==> src/rtl/sample_dispatcher_pkg.sv <==
`default_nettype none
// ============================================================================
//  Module      : sample_dispatch_pkg
//  Description : Shared types and helpers for the sample dispatcher and
//                related shared-resource controllers.
//                - disp_state_e : job-level controller states (3 bits)
//                - next_idx()   : increment-with-wrap for round-robin pointers
//  Revision    : 1.0  initial release
// ============================================================================
package sample_dispatch_pkg;

    typedef enum logic [2:0] {
        ST_IDLE     = 3'd0,
        ST_FETCH    = 3'd1,
        ST_DISPATCH = 3'd2,
        ST_DRAIN    = 3'd3,
        ST_DONE     = 3'd4
    } disp_state_e;

    // Index following idx in a ring of n entries.
    function automatic int unsigned next_idx(input int unsigned idx, input int unsigned n);
        if (idx + 1 >= n) begin
            return 0;
        end
        return idx + 1;
    endfunction

endpackage
`default_nettype wire

==> src/rtl/sample_dispatcher_if.sv <==
`default_nettype none
// ============================================================================
//  Module      : sample_dispatcher_if
//  Description : Feeder and worker handshake bundle of the sample dispatcher.
//                Feeder side : feeder_enable, feed_valid, feed_sample,
//                              feed_received
//                Worker side : wk_valid (one-hot offer), wk_sample (shared),
//                              wk_accept, wk_done
//                master = dispatcher, slave = feeder/workers environment.
//  Revision    : 1.0  initial release
// ============================================================================
interface sample_dispatcher_if #(
    parameter int NUM_WORKERS = 4,
    parameter int SAMPLE_W    = 16
);
    logic                   feeder_enable;
    logic                   feed_valid;
    logic [SAMPLE_W-1:0]    feed_sample;
    logic                   feed_received;
    logic [NUM_WORKERS-1:0] wk_valid;
    logic [SAMPLE_W-1:0]    wk_sample;
    logic [NUM_WORKERS-1:0] wk_accept;
    logic [NUM_WORKERS-1:0] wk_done;

    modport master (
        output feeder_enable, feed_received, wk_valid, wk_sample,
        input  feed_valid, feed_sample, wk_accept, wk_done
    );

    modport slave (
        input  feeder_enable, feed_received, wk_valid, wk_sample,
        output feed_valid, feed_sample, wk_accept, wk_done
    );
endinterface
`default_nettype wire

==> src/rtl/sample_dispatcher_rr_arbiter.sv <==
`default_nettype none
// ============================================================================
//  Module      : rr_arbiter
//  Description : Combinational round-robin arbiter. Searches req starting at
//                index ptr and wrapping modulo N; the first set request wins.
//                Ports: req (request mask), ptr (search start),
//                       grant (one-hot), grant_idx (binary), any (some req set)
//  Revision    : 1.0  initial release
// ============================================================================
module rr_arbiter #(
    parameter  int N     = 4,
    localparam int IDX_W = $clog2(N)
) (
    input  wire logic [N-1:0]     req,
    input  wire logic [IDX_W-1:0] ptr,
    output logic      [N-1:0]     grant,
    output logic      [IDX_W-1:0] grant_idx,
    output logic                  any
);
    localparam int SUM_W = IDX_W + 1;

    logic [SUM_W-1:0] sum;
    logic [IDX_W-1:0] cand;

    always_comb begin
        grant     = '0;
        grant_idx = '0;
        any       = 1'b0;
        sum       = '0;
        cand      = '0;
        for (int k = 0; k < N; k++) begin
            // ptr + k folded back into 0..N-1 without a divider; works for
            // non-power-of-two N as long as ptr < N.
            sum = {1'b0, ptr} + SUM_W'(k);
            if (sum >= SUM_W'(N)) begin
                sum = sum - SUM_W'(N);
            end
            cand = sum[IDX_W-1:0];
            if (!any && req[cand]) begin
                any         = 1'b1;
                grant[cand] = 1'b1;
                grant_idx   = cand;
            end
        end
    end
endmodule
`default_nettype wire

==> src/rtl/sample_dispatcher.sv <==
`default_nettype none
// ============================================================================
//  Module      : sample_dispatcher
//  Description : Job controller that enables one sample feeder, pulls its
//                samples one at a time and hands each to a free worker picked
//                round-robin. Signals done once every sample was accepted and
//                every worker has reported completion.
//                Ports: clk, rst_n (async, active low), start (job pulse),
//                       bus (feeder/worker handshakes, master side),
//                       busy (not idle), done (job complete pulse),
//                       dispatched_count (samples accepted this job)
//  Revision    : 1.0  initial release
// ============================================================================
module sample_dispatcher
    import sample_dispatch_pkg::*;
#(
    parameter  int NUM_WORKERS = 4,
    parameter  int NUM_SAMPLES = 16,
    parameter  int SAMPLE_W    = 16,
    localparam int CNT_W       = $clog2(NUM_SAMPLES) + 1,
    localparam int PTR_W       = $clog2(NUM_WORKERS)
) (
    input  wire logic             clk,
    input  wire logic             rst_n,
    input  wire logic             start,
    sample_dispatcher_if.master   bus,
    output logic                  busy,
    output logic                  done,
    output logic [CNT_W-1:0]      dispatched_count
);
    disp_state_e            state_q, state_d;
    logic [SAMPLE_W-1:0]    hold_q, hold_d;
    logic [NUM_WORKERS-1:0] grant_q, grant_d;
    logic [NUM_WORKERS-1:0] busy_mask_q, busy_mask_d;
    logic [PTR_W-1:0]       ptr_q, ptr_d;
    logic [CNT_W-1:0]       count_q, count_d;

    logic [NUM_WORKERS-1:0] free_mask;
    logic [NUM_WORKERS-1:0] arb_grant;
    logic [PTR_W-1:0]       arb_idx;
    logic                   arb_any;
    logic                   accept_hit;
    logic [CNT_W-1:0]       count_inc;

    logic                   feeder_enable;
    logic                   feed_received;
    logic [NUM_WORKERS-1:0] wk_valid;

    // Free workers come from the registered mask, so a wk_done only frees a
    // worker for arbitration from the following cycle on.
    assign free_mask = ~busy_mask_q;

    rr_arbiter #(
        .N (NUM_WORKERS)
    ) u_rr_arbiter (
        .req       (free_mask),
        .ptr       (ptr_q),
        .grant     (arb_grant),
        .grant_idx (arb_idx),
        .any       (arb_any)
    );

    // Only the worker currently offered the sample can take it.
    assign accept_hit = |(bus.wk_accept & grant_q);
    assign count_inc  = count_q + CNT_W'(1);

    always_comb begin
        state_d       = state_q;
        hold_d        = hold_q;
        grant_d       = grant_q;
        ptr_d         = ptr_q;
        count_d       = count_q;
        // Completions clear busy bits in every state; a same-cycle accept on
        // the offered worker is OR-ed in afterwards so the set wins.
        busy_mask_d   = busy_mask_q & ~bus.wk_done;
        feeder_enable = 1'b0;
        feed_received = 1'b0;
        wk_valid      = '0;
        done          = 1'b0;

        unique case (state_q)
            ST_IDLE: begin
                if (start) begin
                    state_d     = ST_FETCH;
                    count_d     = '0;
                    busy_mask_d = '0;
                    ptr_d       = '0;
                end
            end
            ST_FETCH: begin
                feeder_enable = 1'b1;
                if (bus.feed_valid && arb_any) begin
                    feed_received = 1'b1;
                    hold_d        = bus.feed_sample;
                    grant_d       = arb_grant;
                    ptr_d         = PTR_W'(next_idx(32'(arb_idx), NUM_WORKERS));
                    state_d       = ST_DISPATCH;
                end
            end
            ST_DISPATCH: begin
                feeder_enable = 1'b1;
                wk_valid      = grant_q;
                if (accept_hit) begin
                    busy_mask_d = busy_mask_d | grant_q;
                    count_d     = count_inc;
                    state_d     = (count_inc == CNT_W'(NUM_SAMPLES)) ? ST_DRAIN : ST_FETCH;
                end
            end
            ST_DRAIN: begin
                if (busy_mask_q == '0) begin
                    state_d = ST_DONE;
                end
            end
            ST_DONE: begin
                done    = 1'b1;
                state_d = ST_IDLE;
            end
            default: begin
                state_d = ST_IDLE;
            end
        endcase
    end

    always_ff @(posedge clk or negedge rst_n) begin
        if (!rst_n) begin
            state_q     <= ST_IDLE;
            hold_q      <= '0;
            grant_q     <= '0;
            busy_mask_q <= '0;
            ptr_q       <= '0;
            count_q     <= '0;
        end else begin
            state_q     <= state_d;
            hold_q      <= hold_d;
            grant_q     <= grant_d;
            busy_mask_q <= busy_mask_d;
            ptr_q       <= ptr_d;
            count_q     <= count_d;
        end
    end

    assign bus.feeder_enable = feeder_enable;
    assign bus.feed_received = feed_received;
    assign bus.wk_valid      = wk_valid;
    assign bus.wk_sample     = hold_q;
    assign busy              = (state_q != ST_IDLE);
    assign dispatched_count  = count_q;
endmodule
`default_nettype wire

==> src/flat_wrapper.sv <==
// flat-port wrapper written by rule: the top's interface ports become plain ports
module sample_dispatcher_flat import sample_dispatch_pkg::*;
#(
    parameter  int NUM_WORKERS = 4,
    parameter  int NUM_SAMPLES = 16,
    parameter  int SAMPLE_W    = 16,
    localparam int CNT_W       = $clog2(NUM_SAMPLES) + 1,
    localparam int PTR_W       = $clog2(NUM_WORKERS)
)
  (clk, rst_n, start, busy, done, dispatched_count, bus_feeder_enable, bus_feed_received, bus_wk_valid, bus_wk_sample, bus_feed_valid, bus_feed_sample, bus_wk_accept, bus_wk_done);
  sample_dispatcher_if #(.NUM_WORKERS(NUM_WORKERS), .SAMPLE_W(SAMPLE_W)) bus_i ();
  input  wire logic clk;
  input  wire logic rst_n;
  input  wire logic start;
  output logic busy;
  output logic done;
  output logic [CNT_W-1:0] dispatched_count;
  output wire logic [$bits(bus_i.feeder_enable)-1:0] bus_feeder_enable;
  output wire logic [$bits(bus_i.feed_received)-1:0] bus_feed_received;
  output wire logic [$bits(bus_i.wk_valid)-1:0] bus_wk_valid;
  output wire logic [$bits(bus_i.wk_sample)-1:0] bus_wk_sample;
  input wire logic [$bits(bus_i.feed_valid)-1:0] bus_feed_valid;
  input wire logic [$bits(bus_i.feed_sample)-1:0] bus_feed_sample;
  input wire logic [$bits(bus_i.wk_accept)-1:0] bus_wk_accept;
  input wire logic [$bits(bus_i.wk_done)-1:0] bus_wk_done;
  assign bus_feeder_enable = bus_i.feeder_enable;
  assign bus_feed_received = bus_i.feed_received;
  assign bus_wk_valid = bus_i.wk_valid;
  assign bus_wk_sample = bus_i.wk_sample;
  assign bus_i.feed_valid = bus_feed_valid;
  assign bus_i.feed_sample = bus_feed_sample;
  assign bus_i.wk_accept = bus_wk_accept;
  assign bus_i.wk_done = bus_wk_done;
  sample_dispatcher #(.NUM_WORKERS(NUM_WORKERS), .NUM_SAMPLES(NUM_SAMPLES), .SAMPLE_W(SAMPLE_W)) u_core (.clk(clk), .rst_n(rst_n), .start(start), .bus(bus_i), .busy(busy), .done(done), .dispatched_count(dispatched_count));
endmodule
==> config.mk <==
export PLATFORM = sky130hd
export DESIGN_NAME = sample_dispatcher_flat
export DESIGN_NICKNAME = d
export VERILOG_FILES = /design/src/rtl/sample_dispatcher_pkg.sv /design/src/rtl/sample_dispatcher_if.sv /design/src/rtl/sample_dispatcher_rr_arbiter.sv /design/src/rtl/sample_dispatcher.sv /design/src/flat_wrapper.sv
export SDC_FILE = /design/constraint.sdc
export NUM_CORES = 1
export LEC_CHECK = 0
export CORE_ASPECT_RATIO = 1.75
export CORE_MARGIN = 2
export CORE_UTILIZATION = 48
export DETAILED_ROUTE_END_ITERATION = 12
export PLACE_DENSITY_LB_ADDON = 0.1
export SETUP_SLACK_MARGIN = 0.4
export SYNTH_ARGS = -nofsm -noshare
export SYNTH_HDL_FRONTEND = slang
export SYNTH_HIERARCHICAL = 1
export SYNTH_SLANG_ARGS = --single-unit
export TNS_END_PERCENT = 1
==> constraint.sdc <==
create_clock -name clk -period 3.52 [get_ports clk]
set_input_delay 0.88 -clock clk [delete_from_list [all_inputs] [get_ports clk]]
set_output_delay 0.88 -clock clk [all_outputs]
set_load 0.03 [all_outputs]
==> results of run 1 <==
[worst paths after layout]
| path | start | to | cells after the start |
|---|---|---|---|
| worst min register to register | u_core/bus.wk_sample[4]$_DFFE_PN0P_ | u_core/bus.wk_sample[4]$_DFFE_PN0P_ | 1 |
| worst max register to register | u_core/ptr_q[1]$_DFFE_PN0P_ | u_core/ptr_q[0]$_DFFE_PN0P_ | 10 |
| worst min-delay path | u_core/bus.wk_sample[4]$_DFFE_PN0P_ | u_core/bus.wk_sample[4]$_DFFE_PN0P_ | 1 |
| worst max-delay path | u_core/ptr_q[1]$_DFFE_PN0P_ | bus_feed_received | 7 |
| max in group asynchronous | rst_n | u_core/ptr_q[1]$_DFFE_PN0P_ | 2 |
| min in group asynchronous | rst_n | u_core/bus.wk_sample[14]$_DFFE_PN0P_ | 2 |
[metrics by stage]
step           hold slack (ns)  cell area, sq um  util [%]
2_1_floorplan            0.451              2020         -
3_3_place_gp             0.485              2620      63.8
3_5_place_dp             0.494              2620      63.8
4_1_cts                  0.510              2710      65.9
5_1_grt                  0.526              2760      67.0
6_report                 0.505              2760      67.0
[power breakdown]
group          internal, mW  switching, mW  leakage [nW]
logic                 0.642          0.762         0.678
registers             0.544          0.115         0.427
clock network         0.136          0.139        0.0383
total                  1.32           1.02          1.14
[layout make-up]
type / instances / area [sq um] / area share (%)
Multi-Input combinational cell: 129 / 1110 / 40.2
Clock buffer: 7 / 76.3 / 2.77
Timing Repair Buffer: 65 / 626 / 22.7
Sequential cell: 34 / 852 / 30.9
Tap cell: 49 / 61.3 / 2.22
Inverter: 9 / 33.8 / 1.23
[cell usage in the layout (no fill, tap or decap), drive strengths merged, types with 2 or more instances in the layout]
cell and n:
a21oi 4, a22o 2, a22oi 10, a2bb2oi 2, a31oi 2, and2 2
and3 5, buf 10, clkbuf 7, clkdlybuf4s50 55, dfrtp 34, ha 8
inv 9, mux2 22, mux2i 2, mux4 4, nand2 9, nand2b 3
nand3 2, nor2 10, nor2b 2, nor3 5, nor3b 2, o211ai 3
o21ai 8, o31ai 3, or2 2, xnor2 2
[repair_timing]
action,in CTS,in global routing
cloned,0,0
buffers inserted,1,4
endpoints found under the setup margin,1,1
resized for setup,2,3
[worst max-delay path, stage by stage, from the launching register on]
cell      delay [ns]
dfrtp_2         0.43
inv_1           0.12
ha_4            0.30
mux4_2          0.34
nor3_4          0.22
nand2b_1        0.10
and3_1          0.18
buf_4           0.17
[state kept, by name (all words and copies together), names as in the netlist]
register	count
u_core/grant_q	4
u_core/bus.wk_sample	16
u_core/ptr_q	2
u_core/state_q	3
u_core/busy_mask_q	4
u_core/dispatched_count	5
[kinds of logic after synthesis]
kind of cell,after synthesis,share of synthesized area (%)
compound gates,41,15.1
simple gates,50,14.8
xor+xnor,2,0.866
flops,34,42.1
fa+ha+maj,8,4.95
buf+inv,16,4.15
mux,28,18.1
[routing by layer]
layer	global-route usage [%]	part of all wire [%]
met5	0	0
met2	41.7	56
met1	26.2	38
met4	7.69	1.5
met3	3.16	4.1
==> impl_metrics.py, run 1 <==
metrics = {
    "synthesis": {
        "synth_nets": 215,
        "yosysUniqueCellTypes": 51,
        "synth_common_cells": "34 x dfrtp_1, 21 x mux2_2, 10 x a22oi_1",
        "synth_edf_count": 0,
        "synthTopCellsByArea": "dfrtp_1 42%, mux2_2 12%, ha_1 5.0%",
        "dominantRegCellSynth": "dfrtp_1",
        "synth.most_common_cell": "dfrtp_1",
        "synth-seq-area-share_pct": 42.1,
        "syn_area_sq_um": 2020,
        "avgSynthCellArea_sq_um": 11.3,
        "ys_ff_latch": 34,
        "postSynthCellCount": 179,
        "synth_top_area_share_pct": 42.1,
        "yosysTopAreaCell": "dfrtp_1",
        "yosysWarnings": 6,
        "async_flop_share_pct": 100,
    },
    "place": {
        "gp_congestion": 0.819,
        "dp.cells": 281,
        "dp_hpwl_um": 3770,
        "dp_slack_ns": 0.432,
        "port_buffers": 56,
    },
    "sta": {
        "rsz0062_at_grt": "no",
        "period_needed_ns": 3.04,
        "timing.setup.tns_ns": 0,
        "finalHoldViolCount": 0,
        "setup_viol": 0,
        "fin_ws_ns": 0.483,
        "final_max_slew_viol_count": 0,
        "finClkSkew_ns": 0.00501,
        "max_freq_mhz": 329,
        "worst_pin_slew_ns": 0.507,
        "relSlewSlack_pct": 66.2,
        "fin_crit_sh_pct": 86.3,
    },
    "routing": {
        "routed_wl_um": 5210,
        "wl_per_cell_um": 17.8,
        "via_count": 1686,
        "drc": 0,
        "drt_iter0_drc": 37,
        "viasPerCell": 5.75,
        "firstDrtPassIters": 4,
        "drtAntennaViolNets": 0,
    },
    "pwr": {
        "powerDensity_nw_per_um2": 848,
        "power_mw": 2.34,
        "p_leak_nw": 1.14,
        "peakVddDrop_uv": 626,
    },
    "layout": {
        "nNetsFinal": 280,
        "syn_to_final_growth_pct": 36.3,
        "fillers": 356,
        "drive_gt1_share_pct": 20.5,
        "n_antenna_cell": 0,
        "instances_no_fill": 293,
    },
    "clock_network": {
        "cts_tree": "built",
        "insertion_delay_ns": 0.28,
        "cts-root-buf": "clkbuf_8",
        "ctsHoldBuffers": 0,
        "h-tree-depth": 2,
        "clock-sinks": 34,
        "clk_path_buf_depth": 2,
        "cts_buffers": 5,
        "path_clk_slew_ns": 0.07,
    },
    "floorplanning": {
        "dieArea_sq_um": 4770,
        "core_sq_um": 4110,
        "std_cell_rows": 31,
        "die_w_um": 53.1,
        "num_io_pins": 57,
        "die_h_um": 89.9,
        "start_util_pct": 49.2,
    },
    "setup_path": {
        "critPathLaunchType": "flop",
        "cp.required_ns": 2.64,
        "path_class": "reg2out",
        "crit_arrival_ns": 2.16,
        "crit_path_max_fanout": 7,
        "end_kind": "output port",
        "ff2ff_setup_slack_ns": 0.85,
    },
    "min_path": {
        "min_path_type": "reg2reg",
    },
    "global_routing": {
        "grt_max_degree": 35,
        "grt.total_usage_pct": 23.0,
        "grt_pass1_wl_um": 8200,
        "first_global_vias": 1685,
        "grt_overflow": 0,
        "antenna_found_initial": 0,
    },
    "run_status": {
        "status": "completed",
    },
    "flow_run": {
        "max-cap-violations": 0,
    },
}
Note: power is estimated with default switching activity, not from simulation.
==> run 2: changes to the inputs <==
--- a/config.mk
+++ b/config.mk
@@ -8,6 +8,7 @@
 export CORE_ASPECT_RATIO = 1.75
 export CORE_MARGIN = 2
 export CORE_UTILIZATION = 48
+export CTS_CLUSTER_SIZE = 30
 export DETAILED_ROUTE_END_ITERATION = 12
 export PLACE_DENSITY_LB_ADDON = 0.1
 export SETUP_SLACK_MARGIN = 0.4
==> constraint.sdc (replaced) <==
create_clock -name clk -period 3.52 [get_ports clk]
set_input_delay 0.88 -clock clk [delete_from_list [all_inputs] [get_ports clk]]
set_output_delay 0.88 -clock clk [all_outputs]
set_load 0.01 [all_outputs]
==> impl_metrics.py, run 2 (same netlist as run 1, synthesis figures left out) <==
metrics = {
    "place": {
        "dp_hpwl_um": 3860,
        "placed_cell_area_sq_um": 2620,
        "port_buffers": 56,
        "gp_congestion": 0.783,
    },
    "setup_path": {
        "path_depth": 7,
        "path_cells": "inv_1 -> ha_4 -> mux4_2 -> nor3_4 -> nand2b_1 -> and3_1 -> clkbuf_2",
        "rr_worst_depth": 11,
        "cp.buffers_inverters": 2,
        "cp_slowest_cell": "dfrtp_2",
        "worstSetupStartpoint": "u_core/ptr_q[0]$_DFFE_PN0P_",
        "rr_startpoint": "u_core/ptr_q[0]$_DFFE_PN0P_",
        "crit_family": "simple AND/OR/NAND/NOR gates",
        "path_class": "reg2out",
        "cp.required_ns": 2.64,
        "end_kind": "output port",
        "critical-path-max-stage-delay_ns": 0.42,
        "crit_arrival_ns": 2.09,
        "critPathLaunchType": "flop",
        "crit_path_max_fanout": 5,
    },
    "routing": {
        "routed_wl_um": 5360,
        "wl_per_cell_um": 18.0,
        "viasPerCell": 5.77,
        "firstDrtPassIters": 4,
        "drc": 0,
        "via_count": 1713,
        "drtAntennaViolNets": 0,
        "drt_iter0_drc": 43,
    },
    "clock_network": {
        "cts-root-buf": "clkbuf_8",
        "cts_buffers": 5,
        "insertion_delay_ns": 0.28,
        "h-tree-depth": 2,
        "clock-sinks": 34,
        "cts_tree": "built",
        "ctsHoldBuffers": 0,
        "clk_path_buf_depth": 2,
        "path_clk_slew_ns": 0.07,
    },
    "sta": {
        "finalHoldViolCount": 0,
        "rsz0062_at_grt": "no",
        "worst_pin_slew_ns": 0.483,
        "relSlewSlack_pct": 67.8,
        "max_freq_mhz": 337,
        "timing.setup.tns_ns": 0,
        "period_needed_ns": 2.97,
        "setup_viol": 0,
        "finClkSkew_ns": 0.00376,
        "fin_crit_sh_pct": 84.3,
        "final_max_slew_viol_count": 0,
    },
    "global_routing": {
        "grt_overflow": 0,
        "antenna_found_initial": 0,
        "grt_pass1_wl_um": 8710,
        "grt_max_degree": 35,
        "grtUsageMet1_pct": 28.1,
        "grt_most_used_layer": "met2",
        "grt.total_usage_pct": 24.6,
        "first_global_vias": 1754,
        "grt.met2_usage_pct": 42.6,
        "grtUsageMet3_pct": 4.98,
    },
    "layout": {
        "final_area_sq_um": 2790,
        "mostFrequentLayoutCells": "55 x clkdlybuf4s50_1, 32 x dfrtp_1, 21 x mux2_2, 12 x buf_4, 10 x a22oi_1",
        "fillers": 345,
        "layout_commonest_cell": "clkdlybuf4s50_1",
        "syn_to_final_growth_pct": 37.9,
        "largest_register_ffs": 16,
        "n_antenna_cell": 0,
        "drive_gt1_share_pct": 22.6,
        "nNetsFinal": 284,
    },
    "floorplanning": {
        "std_cell_rows": 31,
        "start_util_pct": 49.2,
        "num_io_pins": 57,
        "dieArea_sq_um": 4770,
        "die_h_um": 89.9,
        "die_w_um": 53.1,
        "core_sq_um": 4110,
    },
    "pwr": {
        "p_leak_nw": 1.16,
        "powerDensity_nw_per_um2": 773,
        "peakVddDrop_uv": 588,
    },
    "run_status": {
        "status": "completed",
    },
    "flow_run": {
        "max-cap-violations": 0,
    },
    "min_path": {
        "min_path_cells": 1,
        "min_path_type": "reg2reg",
        "hp-start": "u_core/busy_mask_q[3]$_DFF_PN0_",
    },
}
## run 2: repair_timing
item | in CTS | in global routing
setup endpoints to repair | 1 | 1
gates resized for setup | 5 | 6
pin swaps | 1 | 1
buffers inserted | 6 | 3
## run 2: worst register-to-register path: cells and delay by family, from the launching register on
family	cells	cell delay, ns
adders and majority gates	2	0.57
AOI/OAI and AO/OA	3	0.42
and+or+nand+nor	2	0.52
DFF	1	0.42
buffers and inverters	3	0.42
muxes	1	0.35
## run 2: path summary, 6_finish.rpt
path	endpoint	slack, ns
max in group asynchronous	u_core/ptr_q[0]$_DFFE_PN0P_	2.17
hold / removal	u_core/state_q[2]$_DFFE_PN0P_	0.48
setup / recovery	bus_feed_received	0.55
setup reg to reg	u_core/ptr_q[1]$_DFFE_PN0P_	0.70
hold reg to reg	u_core/state_q[2]$_DFFE_PN0P_	0.48
min in group asynchronous	u_core/bus.wk_sample[10]$_DFFE_PN0P_	1.01
## run 2: metal layers
| layer | vias to the layer above | wire [um] |
|---|---|---|
| met5 | - | 0 |
| met4 | 0 | 154 |
| met3 | 11 | 213 |
| met2 | 48 | 2940 |
| met1 | 847 | 2050 |
| li1 | 807 | - |
## run 2: final cells by class
type,instances,area [sq um],share of cell area [%]
well taps,49,61.3,2.20
multi-input cells,129,1110,39.7
clock buffers,7,76.3,2.74
inverters,9,33.8,1.21
flip-flops and latches,34,853,30.6
repair buffers,69,657,23.6
## run 2: report_power, final
part | leakage (nW) | internal [mW] | switching, mW
Clock | 0.0383 | 0.136 | 0.134
Combinational | 0.699 | 0.655 | 0.549
Sequential | 0.426 | 0.545 | 0.139
## run 2: stage by stage
| stage | total power, mW | hold slack (ns) | util (%) | std cells | setup WS [ns] |
|---|---|---|---|---|---|
| 2_1_floorplan | 1.33 | 0.451 | - | 179 | 0.524 |
| 3_3_place_gp | 1.75 | 0.460 | 63.8 | 281 | 0.321 |
| 3_5_place_dp | 1.79 | 0.469 | 63.8 | 281 | 0.211 |
| 4_1_cts | 2.13 | 0.485 | 66.8 | 294 | 0.403 |
| 5_1_grt | 2.30 | 0.518 | 67.8 | 297 | 0.454 |
| 6_report | 2.16 | 0.484 | 67.8 | 297 | 0.554 |
==> run 3: changes to the inputs <==
--- a/config.mk
+++ b/config.mk
@@ -7,7 +7,7 @@
 export LEC_CHECK = 0
 export CORE_ASPECT_RATIO = 1.75
 export CORE_MARGIN = 2
-export CORE_UTILIZATION = 48
+export CORE_UTILIZATION = 43
 export CTS_CLUSTER_SIZE = 30
 export DETAILED_ROUTE_END_ITERATION = 12
 export PLACE_DENSITY_LB_ADDON = 0.1
==> constraint.sdc (replaced) <==
create_clock -name clk -period 2.7 [get_ports clk]
set_input_delay 0.675 -clock clk [delete_from_list [all_inputs] [get_ports clk]]
set_output_delay 0.675 -clock clk [all_outputs]
set_load 0.01 [all_outputs]
==> impl_metrics.py, run 3 (same netlist as run 1, synthesis figures left out) <==
metrics = {
    "run_status": {
        "status": "finished with violations",
        "violations": "setup timing",
    },
    "sta": {
        "rsz0062_at_grt": "yes",
        "setup_viol": 1,
        "worst_pin_slew_ns": 0.471,
        "finalHoldViolCount": 0,
        "relSlewSlack_pct": 68.6,
        "final_max_slew_viol_count": 0,
        "fin_crit_sh_pct": 100,
        "finClkSkew_ns": 0.0104,
        "max_freq_mhz": 370,
        "fin_ws_ns": -0.00625,
        "period_needed_ns": 2.71,
    },
    "floorplanning": {
        "core_sq_um": 4620,
        "dieArea_sq_um": 5290,
        "die_w_um": 55.8,
        "num_io_pins": 57,
        "start_util_pct": 43.7,
        "die_h_um": 94.7,
        "std_cell_rows": 33,
    },
    "layout": {
        "drive_gt1_share_pct": 31.2,
        "instances_no_fill": 315,
        "fin_util_pct": 64.7,
        "nNetsFinal": 298,
        "n_antenna_cell": 0,
        "final_area_sq_um": 2990,
        "seqCellArea_sq_um": 857,
        "mostFrequentLayoutCells": "48 x clkdlybuf4s50_1, 29 x dfrtp_1, 26 x buf_4, 18 x mux2_2, 10 x a22oi_1",
        "syn_to_final_growth_pct": 47.9,
        "layout_commonest_cell": "clkdlybuf4s50_1",
        "largest_register_ffs": 16,
        "multi_input_area_sq_um": 1150,
        "fillers": 401,
    },
    "clock_network": {
        "insertion_delay_ns": 0.30,
        "clk_path_buf_depth": 2,
        "cts-root-buf": "clkbuf_8",
        "path_clk_slew_ns": 0.08,
        "cts_buffers": 5,
        "ctsHoldBuffers": 0,
        "h-tree-depth": 2,
        "cts_tree": "built",
        "clock-sinks": 34,
    },
    "flow_run": {
        "max-cap-violations": 0,
    },
    "routing": {
        "via_count": 1787,
        "viasPerCell": 5.67,
        "drc": 0,
        "wl_per_cell_um": 17.7,
        "drtAntennaViolNets": 0,
        "drt_iter0_drc": 110,
        "firstDrtPassIters": 4,
        "routed_wl_um": 5590,
    },
    "place": {
        "dp_hpwl_um": 4160,
        "placed_cell_area_sq_um": 2780,
        "port_buffers": 56,
        "dp_slack_ns": -0.103,
        "dp.cells": 300,
        "gp_congestion": 0.875,
    },
    "global_routing": {
        "grt_max_degree": 35,
        "grt.total_usage_pct": 22.4,
        "first_global_vias": 1923,
        "antenna_found_initial": 0,
        "grt_pass1_wl_um": 9140,
        "grt_overflow": 0,
    },
    "pwr": {
        "peakVddDrop_uv": 792,
        "p_leak_nw": 1.35,
        "power_mw": 2.96,
        "powerDensity_nw_per_um2": 990,
    },
    "setup_path": {
        "path_class": "reg2out",
        "crit_path_max_fanout": 5,
        "cp.required_ns": 2.03,
        "rr_worst_depth": 10,
        "end_kind": "output port",
        "crit_arrival_ns": 2.03,
        "critPathLaunchType": "flop",
        "rr_startpoint": "u_core/ptr_q[0]$_DFFE_PN0P_",
        "rr_endpoint": "u_core/ptr_q[0]$_DFFE_PN0P_",
        "worstSetupStartpoint": "u_core/ptr_q[0]$_DFFE_PN0P_",
        "ff2ff_setup_slack_ns": 0.10,
    },
    "min_path": {
        "hp-start": "u_core/bus.wk_sample[15]$_DFFE_PN0P_",
        "min_path_type": "reg2reg",
        "min_path_cells": 1,
        "hold_end": "u_core/bus.wk_sample[15]$_DFFE_PN0P_",
    },
}
[run 3: final cells by class]
class	count	share of cell area, %
Timing Repair Buffer	83	26.3
Clock inverter	2	0.418
Clock buffer	6	2.76
Sequential cell	34	28.7
Multi-Input combinational cell	129	38.5
Tap cell	52	2.18
Inverter	9	1.21
[run 3: worst max-delay path by stage]
stage                        endpoint  slack, ns  cells after the start
finish              bus_feed_received     -0.006                      6
global route        bus_feed_received      -0.08                      6
CTS                 bus_feed_received       0.03                      7
detailed placement  bus_feed_received      -0.10                      7
global placement    bus_feed_received      -0.01                      7
floorplan           bus_feed_received       0.12                     10
[run 3: layer usage]
metal	share of wire (%)	vias up	GRT usage (%)	wire, um
li1	-	837	-	-
met2	57	55	42.5	3200
met5	0	-	0	0
met3	4.1	10	4.11	227
met1	36	885	23.8	2020
met4	2.6	0	10.1	144
[run 3: where the power goes]
group | switching [mW] | total (mW) | internal [mW]
clock | 0.195 | 0.400 | 0.205
sequential | 0.185 | 0.899 | 0.714
combinational | 0.740 | 1.66 | 0.923
total | 1.12 | 2.96 | 1.84
[run 3: per-stage QoR]
stage                     hold WS (ns)  setup TNS [ns]
after detailed placement         0.495          -0.103
final                            0.513        -0.00625
after CTS                        0.513               0
after global routing             0.524          -0.120
after global placement           0.490         -0.0113
after floorplan                  0.379               0
[run 3: worst max-delay path, cell delays in order, from the launching register on]
cell      delay [ns]
dfrtp_2         0.44
buf_6           0.12
mux4_2          0.54
nor3_4          0.23
nand2b_1        0.12
and3_4          0.17
buf_6           0.12
[run 3: what timing repair did]
item | in CTS | in global routing
pin swaps | 2 | 4
resized for setup | 8 | 23
setup buffers | 5 | 2
endpoints found under the setup margin | 25 | 30
